`config.mk`:
```
export PLATFORM = sky130hd
export DESIGN_NAME = lcd_timing_gen
export DESIGN_NICKNAME = d
export VERILOG_FILES = /design/src/rtl/lcd_timing_gen.sv
export SDC_FILE = /design/constraint.sdc
export NUM_CORES = 1
export LEC_CHECK = 0
export ABC_CLOCK_PERIOD_IN_PS = 3410
export BUFFER_PORTS_ARGS = -buffer_cell sky130_fd_sc_hd__buf_2
export CORE_ASPECT_RATIO = 1.4
export CORE_UTILIZATION = 30
export DETAILED_ROUTE_END_ITERATION = 8
export PLACE_DENSITY = 0.53
export SLEW_MARGIN = 20
export SYNTH_ARGS = -nofsm -noshare
export SYNTH_HDL_FRONTEND = slang
export SYNTH_SLANG_ARGS = --single-unit
```
`constraint.sdc`:
```
create_clock -name pixel_clk -period 3.41 [get_ports pixel_clk]
set_input_delay 0.1705 -clock pixel_clk [delete_from_list [all_inputs] [get_ports pixel_clk]]
set_output_delay 0.1705 -clock pixel_clk [all_outputs]
set_load 0.005 [all_outputs]
```
`src/rtl/lcd_timing_gen.sv`:
```
// RGB LCD timing generator with porch/polarity parameters, a one-cycle-ahead
// pixel request port for an external frame source and per-frame test patterns.
module lcd_timing_gen #(
    parameter int unsigned H_SYNC   = 1,
    parameter int unsigned H_BACK   = 46,
    parameter int unsigned H_ACTIVE = 800,
    parameter int unsigned H_FRONT  = 210,
    parameter int unsigned V_SYNC   = 1,
    parameter int unsigned V_BACK   = 23,
    parameter int unsigned V_ACTIVE = 480,
    parameter int unsigned V_FRONT  = 22,
    parameter logic        HS_POL   = 1'b0,
    parameter logic        VS_POL   = 1'b0,
    parameter int unsigned GRID     = 32,
    localparam int unsigned H_TOTAL = H_SYNC + H_BACK + H_ACTIVE + H_FRONT,
    localparam int unsigned V_TOTAL = V_SYNC + V_BACK + V_ACTIVE + V_FRONT,
    localparam int unsigned X_W     = $clog2(H_ACTIVE),
    localparam int unsigned Y_W     = $clog2(V_ACTIVE)
) (
    input  logic           pixel_clk,
    input  logic           rst_n,
    input  logic           display_en,
    input  logic [1:0]     mode,
    input  logic [23:0]    solid_color,
    input  logic [23:0]    pixel_data,
    output logic           data_req,
    output logic [X_W-1:0] pixel_x,
    output logic [Y_W-1:0] pixel_y,
    output logic           frame_start,
    output logic           hs,
    output logic           vs,
    output logic           de,
    output logic [23:0]    rgb
);

    localparam int unsigned HC_W      = $clog2(H_TOTAL);
    localparam int unsigned VC_W      = $clog2(V_TOTAL);
    localparam int unsigned H_ACT_BEG = H_SYNC + H_BACK;
    localparam int unsigned H_ACT_END = H_SYNC + H_BACK + H_ACTIVE;
    localparam int unsigned V_ACT_BEG = V_SYNC + V_BACK;
    localparam int unsigned V_ACT_END = V_SYNC + V_BACK + V_ACTIVE;
    localparam int unsigned BAR_W     = H_ACTIVE / 8;

    logic [HC_W-1:0] r_h_cnt;
    logic [VC_W-1:0] r_v_cnt;
    logic [1:0]      r_mode;
    logic [23:0]     r_solid;

    logic            r_req;
    logic [X_W-1:0]  r_px;
    logic [Y_W-1:0]  r_py;
    logic            r_hsync1;
    logic            r_vsync1;
    logic            r_fs1;

    logic            w_h_sync;
    logic            w_v_sync;
    logic            w_h_act;
    logic            w_v_act;
    logic            w_act;
    logic            w_frame0;
    logic [2:0]      w_bar;
    logic            w_grid;
    logic [23:0]     w_rgb;

    // Stage 0: line and frame position counters
    always_ff @(posedge pixel_clk or negedge rst_n) begin
        if (!rst_n) begin
            r_h_cnt <= '0;
            r_v_cnt <= '0;
        end else if (!display_en) begin
            r_h_cnt <= '0;
            r_v_cnt <= '0;
        end else if (r_h_cnt == HC_W'(H_TOTAL - 1)) begin
            r_h_cnt <= '0;
            r_v_cnt <= (r_v_cnt == VC_W'(V_TOTAL - 1)) ? '0 : r_v_cnt + VC_W'(1);
        end else begin
            r_h_cnt <= r_h_cnt + HC_W'(1);
        end
    end

    assign w_h_sync = (r_h_cnt < HC_W'(H_SYNC));
    assign w_v_sync = (r_v_cnt < VC_W'(V_SYNC));
    assign w_h_act  = (r_h_cnt >= HC_W'(H_ACT_BEG)) && (r_h_cnt < HC_W'(H_ACT_END));
    assign w_v_act  = (r_v_cnt >= VC_W'(V_ACT_BEG)) && (r_v_cnt < VC_W'(V_ACT_END));
    assign w_act    = w_h_act && w_v_act;
    assign w_frame0 = (r_h_cnt == '0) && (r_v_cnt == '0);

    // Pattern selection is frozen at the top of each frame
    always_ff @(posedge pixel_clk or negedge rst_n) begin
        if (!rst_n) begin
            r_mode  <= '0;
            r_solid <= '0;
        end else if (display_en && w_frame0) begin
            r_mode  <= mode;
            r_solid <= solid_color;
        end
    end

    // Stage 1: request and coordinates for the external source
    always_ff @(posedge pixel_clk or negedge rst_n) begin
        if (!rst_n) begin
            r_req    <= 1'b0;
            r_px     <= '0;
            r_py     <= '0;
            r_hsync1 <= 1'b0;
            r_vsync1 <= 1'b0;
            r_fs1    <= 1'b0;
        end else if (!display_en) begin
            r_req    <= 1'b0;
            r_px     <= '0;
            r_py     <= '0;
            r_hsync1 <= 1'b0;
            r_vsync1 <= 1'b0;
            r_fs1    <= 1'b0;
        end else begin
            r_req    <= w_act;
            r_px     <= w_act ? X_W'(r_h_cnt - HC_W'(H_ACT_BEG)) : '0;
            r_py     <= w_act ? Y_W'(r_v_cnt - VC_W'(V_ACT_BEG)) : '0;
            r_hsync1 <= w_h_sync;
            r_vsync1 <= w_v_sync;
            r_fs1    <= w_frame0;
        end
    end

    assign data_req = r_req;
    assign pixel_x  = r_px;
    assign pixel_y  = r_py;

    // Bar index by constant thresholds; leftover pixels fall into bar 7
    always_comb begin
        w_bar = '0;
        for (int k = 1; k < 8; k++) begin
            if (r_px >= X_W'(k * BAR_W)) w_bar = 3'(k);
        end
    end

    assign w_grid = ((r_px & X_W'(GRID - 1)) == '0) || ((r_py & Y_W'(GRID - 1)) == '0);

    always_comb begin
        w_rgb = '0;
        case (r_mode)
            2'd0: w_rgb = pixel_data;
            2'd1: begin
                case (w_bar)
                    3'd0:    w_rgb = 24'hFFFFFF;
                    3'd1:    w_rgb = 24'hFFFF00;
                    3'd2:    w_rgb = 24'h00FFFF;
                    3'd3:    w_rgb = 24'h00FF00;
                    3'd4:    w_rgb = 24'hFF00FF;
                    3'd5:    w_rgb = 24'hFF0000;
                    3'd6:    w_rgb = 24'h0000FF;
                    default: w_rgb = 24'h000000;
                endcase
            end
            2'd2:    w_rgb = w_grid ? 24'hFFFFFF : 24'h000000;
            default: w_rgb = r_solid;
        endcase
    end

    // Stage 2: panel pins
    always_ff @(posedge pixel_clk or negedge rst_n) begin
        if (!rst_n) begin
            hs          <= ~HS_POL;
            vs          <= ~VS_POL;
            de          <= 1'b0;
            rgb         <= '0;
            frame_start <= 1'b0;
        end else if (!display_en) begin
            hs          <= ~HS_POL;
            vs          <= ~VS_POL;
            de          <= 1'b0;
            rgb         <= '0;
            frame_start <= 1'b0;
        end else begin
            hs          <= r_hsync1 ? HS_POL : ~HS_POL;
            vs          <= r_vsync1 ? VS_POL : ~VS_POL;
            de          <= r_req;
            rgb         <= r_req ? w_rgb : '0;
            frame_start <= r_fs1;
        end
    end

endmodule

```
* Word-level counts from Yosys, hierarchy flattened
Cells that the tools add are included.
** Operators by class
- Add/sub/neg operators :: 4
- Reductions and logical operators :: 12
- Muxes and demuxes :: 31
- Equal/unequal tests :: 11
- $lt $le $gt $ge :: 13
** Operators by type and width (number)
- $pmux 24 s7 :: 1
- $mux 24 :: 3
- $pmux 24 s3 :: 1
- $mux 10 :: 5
- $ge 10x9->1 const B :: 3
- $mux 11 :: 2
- $ge 10x10->1 const B :: 2
- $logic_not 10->1 :: 2
- $mux 3 :: 6
- $mux 9 :: 2
- $add 11x1->11 const B :: 1
- $eq 11x11->1 const B :: 1
- $ge 11x6->1 const B :: 1
- $logic_not 11->1 :: 1
- $lt 11x1->1 const B :: 1
- $lt 11x10->1 const B :: 1
- $mux 1 :: 11
- $add 10x1->10 const B :: 1
- $eq 10x10->1 const B :: 1
- $ge 10x5->1 const B :: 1
- $ge 10x7->1 const B :: 1
- $ge 10x8->1 const B :: 1
- $lt 10x1->1 const B :: 1
- $lt 10x9->1 const B :: 1
- 13 further kinds :: 20
** Word-level totals
- Input bits :: 53
- Output and inout bits :: 48
- Register bits :: 98

* Depth between registers and ports, before layout
- Depth after elaboration :: 13
- Depth in mapped cells :: 9

* Least setup slack after synthesis
No wires, ideal clock.
- Path kind :: reg2reg
- Start point :: reg r_v_cnt[6]
- End point :: reg r_mode[0]
- Stages on the path, launching flop included :: 8
- Path slack :: 777 ps
- Library setup time :: 125 ps
- Period minus slack after synthesis :: 2633 ps
- Data arrival time :: 2508 ps
- Path buffers :: 2
- Cell sequence :: dfrtp_1 -> buf_6 -> or3_1 -> or3_1 -> or4_4 -> nor3_4 -> buf_12 -> mux2_4
** On the way
- Word-level cells in the longest chain between the ends :: 3
** Ends and longest elaborated chain
- start: declaration :: RTL line 45 : logic [VC_W-1:0] r_v_cnt;
- start signal: assignment :: RTL line 76 : r_v_cnt <= (r_v_cnt == VC_W'(V_TOTAL - 1)) ? '0 : r_v_cnt + VC_W'(1);
- $logic_not 10->1 :: RTL line 87 : assign w_frame0 = (r_h_cnt == '0) && (r_v_cnt == '0);
- $logic_and 1x1->1 :: RTL line 87
- $logic_and 1x1->1 :: RTL line 94 : end else if (display_en && w_frame0) begin
- end signal: assignment :: RTL line 95 : r_mode <= mode;
- end: declaration :: RTL line 46 : logic [1:0] r_mode;
Every way passes these cells.
A chain may end at the register's enable or synchronous reset.

* Worst setup path after layout
- Start point :: reg r_v_cnt[6]
- End point :: reg r_solid[23]
** On the way
- Word-level cells in the longest chain between the ends :: 3
** Ends and longest elaborated chain
- $logic_not 10->1 :: RTL line 87
- $logic_and 1x1->1 :: RTL line 87
- $logic_and 1x1->1 :: RTL line 94
- end signal: assignment :: RTL line 96 : r_solid <= solid_color;
- end: declaration :: RTL line 47 : logic [23:0] r_solid;
Every way passes these cells.

==> out/qor.yml <==
status: "complete, no violations"
ys_types: 55
synthTopCellsByArea: "dfrtp_1 53%, mux2_4 6.6%, nor2_1 3.5%, o21ai_0 2.5%, nand2_1 2.2%"
period_needed_ns: 2.78
root_buffer: "clkbuf_16"
synth_top_family_by_area: "simple AND/OR/NAND/NOR gates"
wire_per_inst_um: 15.1
vias: 3366
cpMostUsedCell: "or3_1"
postRouteAntennaNets: 0
rsz0062_at_grt: "false"
timing.fmax_mhz: 360
layout.nets: 558
synth_ff_type: "dfrtp_1"
final_common_cell: "buf_2"
cp.arrival_ns: 3.00
slew_violations: 0
dp_hpwl_um: 7950
synth_fp_nets: 463
antenna_found_initial: 0
peakVddDrop_mv: 0.221
tritoncts: "built"
core-area_mm2: 0.0146
hold_viol: 0
crit_path_max_fanout: 26
cts_hold_buffers: 1
async_flop_share_pct: 100
yosysTopAreaCellShare_pct: 53.1
mostFrequentLayoutCells: "99 x buf_2, 96 x dfrtp_1, 42 x nor2_1"
syn_area_per_cell_um2: 11.2
rows: 52
cts.clk_slew.worst_paths_ns: 0.07
synth_mux_area_share_pct: 8.57
drt_iter0_drc: 147
cp_slowest_cell: "dfrtp_1"
synth_fa_ha_area_share_pct: 1.94
critical_path_class: "flip-flop to flip-flop"
p_total_mw: 2.68
cts_max_level: 3
timing.final.crit_share_pct: 81.5
p_leak_nw: 2.71
dp_cells: 675
drt_pre_antenna_iters: 5
synthXorXnorAreaFrac_pct: 3.10
layout-drive-gt1-share_pct: 31.0
io_pins: 101
tightest_slew_ns: 0.913
syn_inst: 403
worst_slack_ns: 0.630
reg2reg_depth: 6
cts_buffer_depth: 2
end_kind: "flip-flop"
cts_sinks: 98
num_antenna_cells: 0
final.setup_skew_ns: 0.00825
synth-simple-area-share_pct: 15.6
initial_core_util_pct: 31.1
grt_start_max_net_pins: 47
hold_path_end: "r_solid[10]"
gp_congestion: 0.812
routed_wl_um: 10400
die_x_um: 106
grt_remaining_overflow: 0
yosysWarnings: 0
path_buf_inv: 1
hold_depth: 2
stdcell_count: 692
grt_pass1_wl_um: 17300
cts_buffers: 9
syn-cell-area_mm2: 0.00453
num-fill-cells: 1454
postCtsSetupRepairBufs: 0
grt_usage_pct: 14.1
powerDensity_mw_per_mm2: 488
reg2reg_to: "r_solid[23]"
cpLargestDelayFamily: "simple AND/OR/NAND/NOR gates"
groute.layer.met1.usage_pct: 16.0
reg2reg_from: "r_v_cnt[6]"
port_buffers: 100
area_growth_pct: 21.5
hold_class: "input port to flip-flop"
grt_use_met2_pct: 25.3
synth_area_leader_cell: "dfrtp_1"
drc: 0
grt_pass1_vias: 3439
grt_util_met3_pct: 3.11
path_cells: "or3_1 -> or3_1 -> or4_4 -> nor3_4 -> buf_4 -> mux2_2"
relSlewSlack_pct: 38.7
synth_edf_count: 0
r2r_slack_ns: 0.63
setup-violations-final: 0
ctsResizeCount: 0
max_stage_delay_ns: 0.47
cp.required_ns: 3.63
synth_compound_area_share_pct: 12.5
setup_tns_ns: 0
post-place-ws_ns: 0.639
dieArea_mm2: 0.0156
worstHoldStart: "solid_color[10]"
ys_ff_latch: 98
top_usage_layer: "met2"
cap_violations: 0
via_per_inst: 4.86
start_kind: "flip-flop"
insertion_delay_ns: 0.33
die_y_um: 147
yosysSeqAreaShare_pct: 54.2
==> synth_stat cells (2+ instances only) <==
library cell and n:
a2111oi_0 2, a21oi_1 12, a221o_1 8, a221oi_1 9
a22o_1 4, and2_1 4, and3_1 5, and4_1 2
buf_12 2, buf_2 2, buf_6 2, clkbuf_1 17
dfrtp_1 96, dfstp_2 2, ha_1 7, inv_1 11
mux2_2 6, mux2_4 20, mux2i_1 2, nand2_1 26
nand2b_1 11, nand3_1 9, nand4_1 7, nor2_1 42
nor2b_1 3, nor3_1 12, o211ai_1 4, o21ai_0 23
o22a_1 2, o311ai_0 3, o31ai_1 2, o41ai_1 2
or3_1 6, or4_4 3, xnor2_1 6, xor2_1 10
==> power breakdown <==
group | switching [mW] | total [mW] | internal [mW]
combinational | 0.160 | 0.345 | 0.185
sequential | 0.0652 | 1.31 | 1.25
clock | 0.417 | 1.03 | 0.611
==> flip-flops by register name (all words and copies together), names as in the netlist, 2 cells and up <==
signal and count:
pixel_x 10, pixel_y 9, r_h_cnt 11, r_mode 2
r_solid 24, r_v_cnt 10, rgb 24
==> worst max path at each step <==
stage               start     endpoint  slack (ns)  cells after the start
2_1_floorplan  r_v_cnt[6]    r_mode[0]        0.78                      7
3_3_place_gp   r_h_cnt[6]  r_solid[23]        0.69                      5
3_5_place_dp   r_v_cnt[6]  r_solid[23]        0.64                      6
4_1_cts        r_v_cnt[6]  r_solid[23]        0.63                      6
5_1_grt        r_v_cnt[6]   r_solid[0]        0.49                      6
6_report       r_v_cnt[6]  r_solid[23]        0.63                      6
==> per-stage QoR <==
stage	util, %	area (µm²)	hold WS [ns]
3_5_place_dp	35.5	5180	0.0924
2_1_floorplan	-	4530	-0.125
5_1_grt	37.7	5500	0.0511
4_1_cts	37.7	5500	0.0484
6_report	37.7	5500	0.0660
3_3_place_gp	35.5	5180	0.0867
==> kinds of logic (layout without fill, tap and decap cells) <==
kind of cell | after synthesis | count (layout)
mux | 28 | 28
compound gates | 81 | 81
simple gates | 138 | 138
xor+xnor | 16 | 16
buf+inv | 35 | 135
fa+ha+maj | 7 | 7
flops | 98 | 98
==> metal layers <==
metal  part of all wire (%)  vias up  routed length (µm)
li1                       -     1629                   -
met1                     40     1632                4190
met2                     53       89                5560
met3                    4.8       16                 501
met4                    1.9        0                 194
met5                      0        -                   0
==> layout make-up <==
| type | count | area, µm² | area share (%) |
|---|---|---|---|
| clock buffers | 11 | 253 | 4.60 |
| clock inverters | 5 | 60.1 | 1.09 |
| inverters | 11 | 41.3 | 0.751 |
| multi-input cells | 270 | 1890 | 34.3 |
| flip-flops and latches | 98 | 2450 | 44.6 |
| well taps | 189 | 236 | 4.30 |
| repair buffers | 108 | 566 | 10.3 |
(Power assumes the default switching activity.)
